[src/rtl/acc_icb_pkg.sv]
// Shared IDs, grant-state encoding and round-robin helpers for the ICB arbiter slice.
// Pure declarations; no logic or latency of its own.
package acc_icb_pkg;

    localparam int NUM_REQ = 3;
    localparam int ID_W    = 2;

    localparam logic [ID_W-1:0] ID_WEIGHT = 2'd0;
    localparam logic [ID_W-1:0] ID_IMAP   = 2'd1;
    localparam logic [ID_W-1:0] ID_OMAP   = 2'd2;

    typedef enum logic {
        GS_IDLE = 1'b0,
        GS_LOCK = 1'b1
    } gnt_state_e;

    function automatic int tag_w(input int aw);
        return ID_W + aw;
    endfunction

    function automatic logic [ID_W-1:0] next_id(input logic [ID_W-1:0] id);
        return (id == ID_OMAP) ? ID_WEIGHT : id + 2'd1;
    endfunction

    // First asserted requester at or after ptr, wrapping 0->1->2->0.
    function automatic logic [ID_W-1:0] rr_pick(input logic [NUM_REQ-1:0] vld,
                                                input logic [ID_W-1:0]    ptr);
        logic [ID_W-1:0] pick;
        logic [2:0]      sum;
        pick = ID_WEIGHT;
        for (int k = NUM_REQ - 1; k >= 0; k--) begin
            sum = {1'b0, ptr} + 3'(k);
            if (sum >= 3'(NUM_REQ)) sum = sum - 3'(NUM_REQ);
            if (vld[sum[ID_W-1:0]]) pick = sum[ID_W-1:0];
        end
        return pick;
    endfunction

endpackage

[src/rtl/icb_tag_fifo.sv]
// Synchronous tag FIFO holding {id,addr} of each issued ICB command.
// Head is combinational from registered storage; push while full and pop while empty are ignored.
// Full is purely occupancy-based, so a same-cycle pop does not admit a push.
module icb_tag_fifo #(
    parameter int WIDTH = 34,
    parameter int DEPTH = 4
) (
    input  logic             clk,
    input  logic             rst_n,
    input  logic             push,
    input  logic [WIDTH-1:0] push_dat,
    input  logic             pop,
    output logic [WIDTH-1:0] head_dat,
    output logic             full,
    output logic             empty
);

    localparam int PW = $clog2(DEPTH);

    logic [WIDTH-1:0] r_mem [DEPTH];
    logic [PW-1:0]    r_wr;
    logic [PW-1:0]    r_rd;
    logic [PW:0]      r_cnt;
    logic             w_push;
    logic             w_pop;

    assign full     = (r_cnt == (PW + 1)'(DEPTH));
    assign empty    = (r_cnt == '0);
    assign w_push   = push && !full;
    assign w_pop    = pop && !empty;
    assign head_dat = r_mem[r_rd];

    always_ff @(posedge clk) begin
        if (w_push) r_mem[r_wr] <= push_dat;
    end

    always_ff @(posedge clk or negedge rst_n) begin
        if (!rst_n) begin
            r_wr  <= '0;
            r_rd  <= '0;
            r_cnt <= '0;
        end else begin
            if (w_push) r_wr <= r_wr + PW'(1);
            if (w_pop)  r_rd <= r_rd + PW'(1);
            case ({w_push, w_pop})
                2'b10:   r_cnt <= r_cnt + (PW + 1)'(1);
                2'b01:   r_cnt <= r_cnt - (PW + 1)'(1);
                default: r_cnt <= r_cnt;
            endcase
        end
    end

endmodule

[src/rtl/icb_arb_sched.sv]
// Burst-locked round-robin share of one ICB master among weight/imap/omap BIUs; optional ICB_ARB_ERR_CNT_EN error counter.
// Command path is 0-cycle combinational; responses return in issue order via the tag FIFO.
// Full tag FIFO blocks issue; a stalled reader stalls only the response channel.
module icb_arb_sched
    import acc_icb_pkg::*;
#(
    parameter int AW         = 32,
    parameter int DW         = 32,
    parameter int OSTD_DEPTH = 4,
    parameter int BURST_MAX  = 8
) (
    input  logic                  clk,
    input  logic                  rst_n,
    input  logic [NUM_REQ-1:0]    req_vld,
    output logic [NUM_REQ-1:0]    req_rdy,
    input  logic [NUM_REQ*AW-1:0] req_addr,
    input  logic [DW-1:0]         omap_wdata,
    output logic [1:0]            rsp_vld,
    input  logic [1:0]            rsp_rdy,
    output logic [AW-1:0]         rsp_addr,
    output logic [DW-1:0]         rsp_data,
`ifdef ICB_ARB_ERR_CNT_EN
    output logic [15:0]           err_cnt,
    output logic                  err_sticky,
    input  logic                  err_clr,
`endif
    output logic                  icb_cmd_valid,
    input  logic                  icb_cmd_ready,
    output logic [AW-1:0]         icb_cmd_addr,
    output logic                  icb_cmd_read,
    output logic [DW-1:0]         icb_cmd_wdata,
    output logic [DW/8-1:0]       icb_cmd_wmask,
    input  logic                  icb_rsp_valid,
    output logic                  icb_rsp_ready,
    input  logic                  icb_rsp_err,
    input  logic [DW-1:0]         icb_rsp_rdata
);

    localparam int              TW         = tag_w(AW);
    localparam int              CW         = $clog2(BURST_MAX + 1);
    localparam logic [CW-1:0]   BURST_LAST = CW'(BURST_MAX - 1);

    gnt_state_e       r_state;
    logic [ID_W-1:0]  r_gnt;
    logic [ID_W-1:0]  r_rr;
    logic [CW-1:0]    r_cnt;
    logic             r_en;

    logic             w_keep;
    logic             w_any;
    logic [ID_W-1:0]  w_ptr;
    logic [ID_W-1:0]  w_id;
    logic [CW-1:0]    w_cnt_base;
    logic             w_full;
    logic             w_empty;
    logic             w_cmd_hs;
    logic             w_rsp_hs;
    logic [TW-1:0]    w_head;
    logic [ID_W-1:0]  w_head_id;
    logic [AW-1:0]    w_addr_arr [NUM_REQ];

    for (genvar i = 0; i < NUM_REQ; i++) begin : g_addr
        assign w_addr_arr[i] = req_addr[i*AW +: AW];
    end

    // A lock whose owner dropped valid re-arbitrates from the next id in the same cycle.
    always_comb begin
        w_keep     = (r_state == GS_LOCK) && req_vld[r_gnt];
        w_ptr      = (r_state == GS_LOCK) ? next_id(r_gnt) : r_rr;
        w_any      = r_en && (|req_vld);
        w_id       = w_keep ? r_gnt : rr_pick(req_vld, w_ptr);
        w_cnt_base = w_keep ? r_cnt : '0;
    end

    assign icb_cmd_valid = w_any && !w_full;
    assign w_cmd_hs      = icb_cmd_valid && icb_cmd_ready;
    assign icb_cmd_addr  = w_addr_arr[w_id];
    assign icb_cmd_read  = (w_id != ID_OMAP);
    assign icb_cmd_wdata = omap_wdata;
    assign icb_cmd_wmask = (w_id == ID_OMAP) ? '1 : '0;

    always_comb begin
        req_rdy       = '0;
        req_rdy[w_id] = w_cmd_hs;
    end

    always_ff @(posedge clk or negedge rst_n) begin
        if (!rst_n) begin
            r_en    <= 1'b0;
            r_state <= GS_IDLE;
            r_gnt   <= ID_WEIGHT;
            r_rr    <= ID_WEIGHT;
            r_cnt   <= '0;
        end else begin
            r_en <= 1'b1;
            if (w_any) begin
                if (w_cmd_hs && (w_cnt_base == BURST_LAST)) begin
                    r_state <= GS_IDLE;
                    r_rr    <= next_id(w_id);
                    r_cnt   <= '0;
                end else begin
                    r_state <= GS_LOCK;
                    r_gnt   <= w_id;
                    r_cnt   <= w_cmd_hs ? w_cnt_base + CW'(1) : w_cnt_base;
                end
            end else begin
                if (r_state == GS_LOCK) r_rr <= next_id(r_gnt);
                r_state <= GS_IDLE;
                r_cnt   <= '0;
            end
        end
    end

    icb_tag_fifo #(
        .WIDTH (TW),
        .DEPTH (OSTD_DEPTH)
    ) u_tag_fifo (
        .clk      (clk),
        .rst_n    (rst_n),
        .push     (w_cmd_hs),
        .push_dat ({w_id, icb_cmd_addr}),
        .pop      (w_rsp_hs),
        .head_dat (w_head),
        .full     (w_full),
        .empty    (w_empty)
    );

    assign w_head_id = w_head[TW-1 -: ID_W];
    assign rsp_addr  = w_head[AW-1:0];
    assign rsp_data  = icb_rsp_rdata;
    assign w_rsp_hs  = icb_rsp_valid && icb_rsp_ready;

    // Write responses have no consumer, so the omap head is drained unconditionally.
    always_comb begin
        rsp_vld       = '0;
        icb_rsp_ready = 1'b0;
        if (!w_empty) begin
            case (w_head_id)
                ID_WEIGHT: begin
                    rsp_vld[0]    = icb_rsp_valid;
                    icb_rsp_ready = rsp_rdy[0];
                end
                ID_IMAP: begin
                    rsp_vld[1]    = icb_rsp_valid;
                    icb_rsp_ready = rsp_rdy[1];
                end
                default: icb_rsp_ready = 1'b1;
            endcase
        end
    end

`ifdef ICB_ARB_ERR_CNT_EN
    logic [15:0] r_err_cnt;
    logic        r_err_sticky;

    always_ff @(posedge clk or negedge rst_n) begin
        if (!rst_n) begin
            r_err_cnt    <= '0;
            r_err_sticky <= 1'b0;
        end else if (w_rsp_hs && icb_rsp_err) begin
            r_err_sticky <= 1'b1;
            if (err_clr)                   r_err_cnt <= 16'd1;
            else if (r_err_cnt != 16'hFFFF) r_err_cnt <= r_err_cnt + 16'd1;
        end else if (err_clr) begin
            r_err_sticky <= 1'b0;
        end
    end

    assign err_cnt    = r_err_cnt;
    assign err_sticky = r_err_sticky;
`else
    logic w_unused_err;
    assign w_unused_err = icb_rsp_err;
`endif

endmodule

[config.mk]
export PLATFORM = sky130hd
export DESIGN_NAME = icb_arb_sched
export DESIGN_NICKNAME = d
export VERILOG_FILES = /design/src/rtl/acc_icb_pkg.sv /design/src/rtl/icb_tag_fifo.sv /design/src/rtl/icb_arb_sched.sv
export SDC_FILE = /design/constraint.sdc
export NUM_CORES = 1
export LEC_CHECK = 0
export BUFFER_PORTS_ARGS = -buffer_cell sky130_fd_sc_hd__clkbuf_2
export CAP_MARGIN = 20
export CORE_MARGIN = 2
export CORE_UTILIZATION = 46
export CTS_CLUSTER_DIAMETER = 100
export DETAILED_ROUTE_END_ITERATION = 16
export GPL_TIMING_DRIVEN = 0
export PLACE_DENSITY = 0.79
export SLEW_MARGIN = 20
export SYNTH_ARGS = -nofsm -noshare
export SYNTH_HDL_FRONTEND = slang
export SYNTH_SLANG_ARGS = --single-unit
export TNS_END_PERCENT = 10
[constraint.sdc]
create_clock -name clk -period 5.5 [get_ports clk]
set_input_delay 1.1 -clock clk [delete_from_list [all_inputs] [get_ports clk]]
set_output_delay 1.1 -clock clk [all_outputs]
set_load 0.02 [all_outputs]
==> metrics.cfg, run 1 <==
[outcome]
run_status=finished clean

[critical_path]
rr_worst_depth=10
crit_type=flop to output pin
crit_slowest_cell=nor3_2
crit_required_ns=4.40
endpoint=icb_cmd_addr[30]
worst_path_most_repeated_cell=nand3_1
end_kind=output pin
start_kind=flop
r2r-end=u_tag_fifo.r_mem[1][22]
r2r-start=r_gnt[1]
startpoint=r_gnt[1]
cp_slowest_stage_delay_ns=0.59
worstPathMaxFanout=10
r2r_setup_slack_ns=2.29
cp_data_arrival_time_ns=3.67
crit_chain=nand2b_1 -> nor2_1 -> a21oi_1 -> inv_1 -> ha_1 -> nand3_1 -> nand3_1 -> nor3_2 -> clkbuf_1 -> o21ai_0 -> o211ai_2 -> buf_4 -> clkbuf_2

[global_route]
grt_max_degree=29
grt_overflow=0
grt_pass1_vias=5219
antenna_found_initial=0
grt_pass1_wl_um=27700
gr-usage-all-layers_pct=20.8

[detailed_routing]
postRouteAntennaNets=0
viasPerCell=5.08
vias=5335
drt_iter0_drc=354
drc=0
first_pass_iters=5
avgRoutedWirePerCell_um=18.1
wirelength_um=19000

[placement]
dp_hpwl_um=14400
gp_congestion=0.861
portBuffers=244
dp_cells=1018

[power_and_ir_drop]
ir_worst_vdd_mv=0.277
powerDensity_mw_per_mm2=471
p_leak_uw=0.00434

[synthesis]
synth_top_area_cell=edfxtp_1
synth_area_per_cell_um2=14.1
synth_seq_cells=153
synth_top_flop_cell=edfxtp_1
yosysWarnings=0
synth_cells=550
synth_top_cells_by_area=edfxtp_1 (53%), mux4_2 (9.9%), buf_4 (9.6%)
synth_edf_count=136
synth_area_mm2=0.00773
async_reset_ff_share_pct=11.1
syn-num-nets=729
yosysSeqAreaShare_pct=58.3
synth_cell_types=45
synth_top_cell_area_share_pct=52.8

[clock_network]
insertion_delay_ns=0.42
cts_hold_buffers=0
clock_sinks=153
clk_pin_slew_worst_paths_ns=0.07
cts_resized=0
cts_setup_buffers=0
clockRootBuffer=clkbuf_16
cts_tree=built
htree_num_levels=4
cts_buffers=17
clk_path_buf_depth=2

[min_path]
hp-start=u_tag_fifo.r_cnt[2]
holdCritPathClass=flop to flop
min_path_cells=1

[timing]
slew_headroom_pct=40.4
min_period_ns=4.77
tns_ns=0
skew_ns=0.0114
maxSlewViolCount=0
fmax_ghz=0.209
post-route-period-util_pct=86.8
rsz0062_at_grt=no
worst_slew_pin_slew_ns=0.891
setup_viol=0
hold_viol_final=0

[finish]
final_cell_mix=clkbuf_2 (244), edfxtp_1 (136), buf_4 (99)
finalNonFillerCells=1050
nets=996
drive_gt1_share_pct=56.4
area_growth_pct=28.3
final_common_cell=clkbuf_2
antenna_cells_inserted=0
utilization_pct=60.0

[die]
start_util_pct=46.8
die-area_mm2=0.0179
die_w_um=134
io_pins=310
die_h_um=134
fp.coreArea_mm2=0.0165
fp-row-count=47

[flow_run]
max-cap-violations=0

-- per-stage QoR --
step / setup WS [ns] / hold WS (ns) / area, um2 / total power [uW]
after CTS: 0.643 / 0.515 / 9920 / 4710
after detailed placement: 0.771 / 0.503 / 9330 / 3550
after floorplan: 1.80 / 0.479 / 7730 / 2950
after global routing: 0.331 / 0.539 / 9920 / 4880
final: 0.726 / 0.515 / 9920 / 4670
after global placement: 0.764 / 0.495 / 9230 / 3500
-- power breakdown --
group          total [uW]  leakage, uW  internal [uW]  switching, uW
Combinational        1950      0.00260            792           1160
Sequential           1570      0.00145           1520           51.8
Clock                1150     0.000293            678            471
-- metal layers --
| metal | global-route usage, % | up-vias | part of all wire, % |
|---|---|---|---|
| met5 | 0 | - | 0 |
| met1 | 23.1 | 2555 | 36 |
| met3 | 5.56 | 26 | 7.4 |
| li1 | - | 2468 | - |
| met2 | 38.8 | 286 | 54 |
| met4 | 6.74 | 0 | 1.8 |
-- cell type report --
type | instances | area, um2
inverters | 46 | 173
plain buffers | 125 | 901
clock buffers | 17 | 425
multi-input cells | 226 | 2150
clock inverters | 15 | 166
flip-flops and latches | 153 | 4510
well taps | 220 | 275
fillers | 1288 | 6610
repair buffers | 248 | 1320
-- sequential cells by signal, summed over array words and instances (netlist names) --
register / flops
r_rr: 2
u_tag_fifo.r_wr: 2
r_gnt: 2
r_cnt: 4
r_en: 1
u_tag_fifo.r_mem: 136
u_tag_fifo.r_rd: 2
u_tag_fifo.r_cnt: 3
r_state: 1
-- cell usage after synthesis, types with 5 or more instances --
| cell | n |
|---|---|
| inv_1 | 46 |
| mux4_2 | 34 |
| and3_1 | 5 |
| nor2_1 | 15 |
| o21ai_1 | 11 |
| edfxtp_1 | 136 |
| o211ai_2 | 29 |
| buf_2 | 11 |
| nand2_1 | 11 |
| o21ai_0 | 54 |
| nand2b_1 | 6 |
| ha_1 | 8 |
| buf_4 | 99 |
| clkbuf_1 | 9 |
| buf_6 | 5 |
| a21oi_1 | 11 |
| dfrtp_1 | 17 |
-- cells by family (layout without fill, tap and decap cells) --
logic type | after synthesis | after routing | share of synthesized area (%)
adders and majority gates | 9 | 9 | 1.55
xor gates and xnor gates | 8 | 8 | 0.906
DFF | 153 | 153 | 58.3
muxes | 37 | 37 | 10.3
and+or+nand+nor | 53 | 53 | 3.64
AOI/OAI and AO/OA | 118 | 118 | 11.3
other | 1 | 1 | 0.0485
buffers and inverters | 171 | 451 | 13.9
-- how the worst min path moves through the flow --
stage,slack [ns],to
after floorplan,0.48,r_rr[1]
after global placement,0.50,r_rr[0]
after detailed placement,0.50,u_tag_fifo.r_cnt[2]
after CTS,0.52,u_tag_fifo.r_cnt[2]
after global routing,0.54,r_rr[1]
final,0.52,u_tag_fifo.r_cnt[2]
-- worst max-delay path, delay by kind of cell, from the launching register on --
kind	cells	cell delay, ns
AOI/OAI and AO/OA	3	0.64
adders and majority gates	1	0.34
buffers and inverters	4	0.73
and+or+nand+nor	5	1.14
DFF	1	0.40
Power figures use the tool's default switching activity.
==> inputs of run 2 (changes only) <==
--- a/config.mk
+++ b/config.mk
@@ -8,11 +8,11 @@
 export BUFFER_PORTS_ARGS = -buffer_cell sky130_fd_sc_hd__clkbuf_2
 export CAP_MARGIN = 20
 export CORE_MARGIN = 2
-export CORE_UTILIZATION = 46
+export CORE_UTILIZATION = 53
 export CTS_CLUSTER_DIAMETER = 100
 export DETAILED_ROUTE_END_ITERATION = 16
 export GPL_TIMING_DRIVEN = 0
-export PLACE_DENSITY = 0.79
+export PLACE_DENSITY = 0.88
 export SLEW_MARGIN = 20
 export SYNTH_ARGS = -nofsm -noshare
 export SYNTH_HDL_FRONTEND = slang
==> run 2 against run 1 <==
Global-route usage rose by 3.4 points. Worst setup slack improved by 0.089 ns. Via count rose by 1.3%. Hold slack improved by 0.0083 ns. Die area fell by 13%. Sequential power barely moved. Highest routed layer unchanged. Register-to-register slack improved by 0.14 ns. Clock power barely moved. Clock skew rose by 0.00067 ns. Cell count fell by 3.4%. Critical path depth did not move. Combinational power barely moved.
==> metrics.cfg, run 2 (synthesized netlist as in run 1, its figures left out) <==
[power_and_ir_drop]
power.net_switching_uw=1690  ; +0.45%
powerDensity_mw_per_mm2=471  ; about the same
p_clk_share_pct=24.3  ; -0.3 points
p_leak_uw=0.00432  ; -0.49%
pwr-share-seq_pct=33.9  ; +0.3 points
combPwrFrac_pct=41.8  ; about the same
internal_power_uw=2950  ; -1.4%
ir_worst_vdd_mv=0.239  ; -14%
sw_frac_of_total_pct=36.4  ; +0.43 points

[clock_network]
insertion_delay_ns=0.42  ; about the same
cts_resized=0  ; unchanged
htree_num_levels=4  ; unchanged
cts_buffers=17  ; unchanged
cts_setup_buffers=0  ; unchanged
cts_tree=built
cts_hold_buffers=0  ; unchanged
clk_pin_slew_worst_paths_ns=0.06  ; about the same
clock_sinks=153  ; unchanged
clk_path_buf_depth=2  ; unchanged
clockRootBuffer=clkbuf_16

[detailed_routing]
vias=5402  ; +1.3%
first_pass_iters=4  ; -1
postRouteAntennaNets=0  ; unchanged
wirelength_um=18800  ; -1.2%
drc=0  ; unchanged
viasPerCell=5.33  ; +4.9%
drt_iter0_drc=381  ; +7.6%
avgRoutedWirePerCell_um=18.5  ; +2.3%

[placement]
portBuffers=244  ; unchanged
gp_congestion=0.844  ; -1.9%
placed_cell_area_mm2=0.00927  ; -0.64%
dp_hpwl_um=13900  ; -3.6%

[finish]
top_regs=u_tag_fifo.r_mem: 136 flops, r_cnt: 4 flops, u_tag_fifo.r_cnt: 3 flops
largest_register_ffs=136  ; unchanged
final_cell_mix=clkbuf_2 (244), edfxtp_1 (136), buf_4 (99)
nets=996  ; unchanged
final_common_cell=clkbuf_2
top_register=u_tag_fifo.r_mem
fin_area_mm2=0.00984  ; -0.74%
antenna_cells_inserted=0  ; unchanged
drive_gt1_share_pct=56.4  ; unchanged
area_growth_pct=27.4

[timing]
skew_ns=0.0120  ; +0.000665 ns
post-route-period-util_pct=85.2  ; -1.6 points
tns_ns=0  ; unchanged
maxSlewViolCount=0  ; unchanged
fmax_ghz=0.213  ; +1.9%
min_period_ns=4.68  ; -0.0893 ns
slew_headroom_pct=46.2  ; +5.8 points
worst_slew_pin_slew_ns=0.801  ; -0.0901 ns
rsz0062_at_grt=no
setup_viol=0  ; unchanged
hold_viol_final=0  ; unchanged

[global_route]
antenna_found_initial=0  ; unchanged
grt_pass1_wl_um=28500  ; +2.9%
grt_overflow=0  ; unchanged
gr-usage-all-layers_pct=24.2  ; +3.4 points
grt_pass1_vias=5463  ; +4.7%
grt_max_degree=29  ; unchanged

[critical_path]
crit_type=flop to output pin
crit_slowest_cell=nor3_2
critical-path-top-delay-family=simple AND/OR/NAND/NOR gates
cp_slowest_stage_delay_ns=0.50  ; -0.09 ns
crit_buf_inv=4  ; unchanged
end_kind=output pin
worstPathMaxFanout=10  ; unchanged
cp_data_arrival_time_ns=3.58  ; -0.09 ns
worst_path_most_repeated_cell=nand3_1
crit_required_ns=4.40  ; about the same
start_kind=flop
crit_chain=nand2b_1 -> nor2_1 -> a21oi_1 -> inv_1 -> ha_1 -> nand3_1 -> nand3_1 -> nor3_2 -> clkbuf_1 -> o21ai_0 -> o211ai_2 -> buf_4 -> clkbuf_2

[die]
fp-row-count=44  ; -6.4%
die-area_mm2=0.0156  ; -13%
fp.coreArea_mm2=0.0144  ; -13%
die_h_um=125  ; -6.6%
io_pins=310  ; unchanged
die_w_um=125  ; -6.6%
start_util_pct=53.8  ; +7.0 points

[flow_run]
max-cap-violations=0  ; unchanged

[min_path]
holdCritPathClass=flop to flop

[outcome]
run_status=finished clean

-- run 2: cell types whose count changed in the layout (fill, tap and decap cells not counted), sizes merged --
cell      change
clkinvlp      +2
bufinv        -1
inv           +3
clkinv        -4
-- run 2: path summary, 6_finish.rpt --
| kind | startpoint | to | slack (ns) | cells past startpoint |
|---|---|---|---|---|
| max in group asynchronous | rst_n | u_tag_fifo.r_rd[0] | 4.56 | 1 |
| hold / removal | u_tag_fifo.r_cnt[0] | u_tag_fifo.r_cnt[0] | 0.52 | 1 |
| hold reg to reg | u_tag_fifo.r_cnt[0] | u_tag_fifo.r_cnt[0] | 0.52 | 1 |
| setup reg to reg | r_gnt[1] | u_tag_fifo.r_mem[3][22] | 2.43 | 11 |
| min in group asynchronous | rst_n | u_tag_fifo.r_cnt[0] | 0.62 | 1 |
| setup / recovery | r_gnt[1] | icb_cmd_addr[22] | 0.82 | 13 |
-- run 2: layer usage --
layer | vias to the layer above | wire [um] | track usage (%)
li1 | 2474 | - | -
met1 | 2597 | 6430 | 24.9
met2 | 295 | 10400 | 46.1
met3 | 36 | 1400 | 6.40
met4 | 0 | 495 | 9.98
met5 | - | 0 | 0
-- run 2: power by group through the flow --
stage | registers (uW) | logic, uW | clock network, uW
floorplan | 1580 | 1370 | 0
global route | 1590 | 2070 | 1190
CTS | 1570 | 1960 | 1140
finish | 1570 | 1940 | 1120
global placement | 1590 | 1890 | 0
detailed placement | 1590 | 1940 | 0
-- run 2: metrics by stage --
step | setup slack (ns) | power (uW) | hold slack (ns) | cells | util (%)
after floorplan | 1.80 | 2950 | 0.479 | 550 | -
after global placement | 0.946 | 3480 | 0.501 | 978 | 63.9
after detailed placement | 0.922 | 3530 | 0.518 | 982 | 64.5
after CTS | 0.790 | 4670 | 0.523 | 1014 | 68.5
after global routing | 0.577 | 4840 | 0.574 | 1014 | 68.5
final | 0.815 | 4630 | 0.524 | 1014 | 68.5
-- run 2: worst reg2reg max path, stage by stage, from the launching register on --
cell and delay, ns:
dfrtp_1 0.37, nand2b_1 0.22, nor2_1 0.10, a21oi_1 0.19
inv_1 0.07, ha_1 0.34, nand3_1 0.11, nand3_1 0.13
nor3_2 0.50, clkbuf_1 0.46, o21ai_0 0.18, o211ai_2 0.18
-- run 2: area by class of cell --
class / count / area [um2]
sequential: 153 / 4510
inverter: 46 / 173
buffer: 125 / 901
timing repair buffer: 248 / 1300
fill: 1020 / 4530
clock inverter: 15 / 153
tap: 184 / 230
multi-input combinational: 226 / 2150
clock buffer: 17 / 425
==> inputs of run 3 (changes only) <==
--- a/config.mk
+++ b/config.mk
@@ -6,9 +6,10 @@
 export NUM_CORES = 1
 export LEC_CHECK = 0
 export BUFFER_PORTS_ARGS = -buffer_cell sky130_fd_sc_hd__clkbuf_2
-export CAP_MARGIN = 20
+export CELL_PAD_IN_SITES_DETAIL_PLACEMENT = 0
+export CELL_PAD_IN_SITES_GLOBAL_PLACEMENT = 1
 export CORE_MARGIN = 2
-export CORE_UTILIZATION = 53
+export CORE_UTILIZATION = 41
 export CTS_CLUSTER_DIAMETER = 100
 export DETAILED_ROUTE_END_ITERATION = 16
 export GPL_TIMING_DRIVEN = 0
==> run 3 against run 2 <==
Clock power down 5%. Maximum frequency down 1.4%. Hold slack worse by 0.0021 ns. Sequential cell count unchanged. Via count down 2.4%. Utilization down 15 points. Die area up 28%. Register-to-register slack worse by 0.07 ns. Worst setup slack worse by 0.068 ns. Critical path type unchanged. Largest cell class unchanged. Total power down 1.2%. Sequential share of layout area down 0.14 points.
==> metrics.cfg, run 3 (synthesized netlist as in run 1, its figures left out) <==
[outcome]
run_status=finished clean

[critical_path]
crit_slowest_cell=nor3_2
critical-path-top-delay-family=simple AND/OR/NAND/NOR gates
cp_slowest_stage_delay_ns=0.55  ; +0.05 ns
worstPathMaxFanout=10  ; unchanged
start_kind=flop
crit_buf_inv=4  ; unchanged
crit_chain=nand2b_1 -> nor2_1 -> a21oi_1 -> inv_1 -> ha_1 -> nand3_1 -> nand3_1 -> nor3_2 -> clkbuf_1 -> o21ai_0 -> o211ai_2 -> buf_4 -> clkbuf_2
crit_required_ns=4.40  ; about the same
crit_type=flop to output pin
worst_path_most_repeated_cell=nand3_1
cp_data_arrival_time_ns=3.65  ; +0.07 ns
end_kind=output pin

[placement]
pre_cts_ws_ns=0.798  ; -0.124 ns
portBuffers=244  ; unchanged
placed_cell_area_mm2=0.00934  ; +0.76%
dp_cells=1032  ; +5.1%
dp_hpwl_um=14300  ; +3.1%
gp_congestion=0.772  ; -8.6%

[detailed_routing]
postRouteAntennaNets=0  ; unchanged
drc=0  ; unchanged
vias=5273  ; -2.4%
drt_iter0_drc=243  ; -36%
avgRoutedWirePerCell_um=18.3  ; -0.98%
viasPerCell=4.96  ; -7.0%
first_pass_iters=4  ; unchanged
wirelength_um=19500  ; +3.9%

[finish]
nets=996  ; unchanged
finalNonFillerCells=1064  ; +4.9%
multi_input_area_mm2=0.00215  ; unchanged
top_regs=u_tag_fifo.r_mem: 136 flops, r_cnt: 4 flops, u_tag_fifo.r_cnt: 3 flops
drive_gt1_share_pct=56.4  ; unchanged
largest_register_ffs=136  ; unchanged
ff_latch_area_mm2=0.00451  ; unchanged
area_growth_pct=27.7
top_register=u_tag_fifo.r_mem
antenna_cells_inserted=0  ; unchanged
fin_area_mm2=0.00987  ; +0.31%
final_cell_mix=clkbuf_2 (244), edfxtp_1 (136), buf_4 (99)
fillers=1640  ; +61%
final_common_cell=clkbuf_2

[timing]
fmax_ghz=0.210  ; -1.4%
hold_ws_ns=0.522  ; -0.00207 ns
min_period_ns=4.75  ; +0.0678 ns
setup_viol=0  ; unchanged
worst_slew_pin_slew_ns=0.821  ; +0.0199 ns
maxSlewViolCount=0  ; unchanged
skew_ns=0.0141  ; +0.00207 ns
fin_ws_ns=0.747  ; -0.0678 ns
post-route-period-util_pct=86.4  ; +1.2 points
hold_viol_final=0  ; unchanged
tns_ns=0  ; unchanged
rsz0062_at_grt=no
slew_headroom_pct=45.1  ; -1.1 points

[clock_network]
clk_pin_slew_worst_paths_ns=0.06  ; about the same
clk_path_buf_depth=2  ; unchanged
cts_buffers=17  ; unchanged
clock_sinks=153  ; unchanged
cts_setup_buffers=0  ; unchanged
cts_hold_buffers=0  ; unchanged
clockRootBuffer=clkbuf_16
htree_num_levels=4  ; unchanged
insertion_delay_ns=0.42  ; about the same
cts_tree=built
cts_resized=0  ; unchanged

[global_route]
grt_overflow=0  ; unchanged
antenna_found_initial=0  ; unchanged
grt_pass1_vias=5151  ; -5.7%
grt_max_degree=28  ; -3.4%
gr-usage-all-layers_pct=19.5  ; -4.7 points
grt_pass1_wl_um=28800  ; +1.4%

[die]
fp.coreArea_mm2=0.0186  ; +29%
fp-row-count=50  ; +14%
die_h_um=141  ; +13%
die_w_um=141  ; +13%
start_util_pct=41.6  ; -12 points
die-area_mm2=0.0200  ; +28%
io_pins=310  ; unchanged

[flow_run]
max-cap-violations=0  ; unchanged

[power_and_ir_drop]
powerDensity_mw_per_mm2=464  ; -1.5%
p_leak_uw=0.00431  ; -0.16%
ir_worst_vdd_mv=0.215  ; -10%

[min_path]
holdCritPathClass=flop to flop

run 3: cell count changes in the layout (fill, tap and decap cells not counted):
cell        change
clkinv_2        +4
inv_8           -2
buf_12          -1
buf_16          +1
bufinv_16       -1
clkinv_4        -1
clkinvlp_4      -1
inv_6           +1
run 3: path summary, 6_finish.rpt:
check	start	end	slack [ns]	cells past startpoint
worst max-delay path	r_gnt[1]	icb_cmd_addr[30]	0.75	13
worst min-delay path	r_rr[1]	r_rr[1]	0.52	1
worst max register to register	r_gnt[1]	u_tag_fifo.r_mem[0][30]	2.36	11
worst min register to register	r_rr[1]	r_rr[1]	0.52	1
max in group asynchronous	rst_n	r_gnt[0]	4.55	1
min in group asynchronous	rst_n	u_tag_fifo.r_cnt[2]	0.62	1
run 3: power by group:
group          total [uW]  switching (uW)  leakage (uW)  internal (uW)
clock network        1060             476      0.000268            584
registers            1570            52.0       0.00145           1520
logic                1950            1160       0.00259            789
run 3: worst reg2reg max path, delay by kind of cell, from the launching register on:
kind	cells	cell delay, ns
compound gates	3	0.56
fa+ha+maj	1	0.34
buf+inv	2	0.55
flops	1	0.39
simple gates	5	1.10
run 3: layout make-up:
type / count / area share [%]
plain buffers: 125 / 9.12
repair buffers: 248 / 13.3
well taps: 234 / 2.97
clock buffers: 17 / 4.31
clock inverters: 15 / 1.14
multi-input cells: 226 / 21.8
inverters: 46 / 1.75
flip-flops and latches: 153 / 45.7
run 3: stage by stage:
step,util (%),power (uW)
final,53.1,4580
after global routing,53.1,4810
after CTS,53.1,4640
after detailed placement,50.2,3570
after global placement,49.7,3520
after floorplan,-,2950
run 3: routing by layer:
| layer | GRT usage, % | vias up | part of all wire, % |
|---|---|---|---|
| li1 | - | 2475 | - |
| met1 | 24.3 | 2559 | 40 |
| met2 | 34.9 | 223 | 53 |
| met3 | 3.51 | 16 | 5.8 |
| met4 | 5.74 | 0 | 1.2 |
| met5 | 0 | - | 0 |
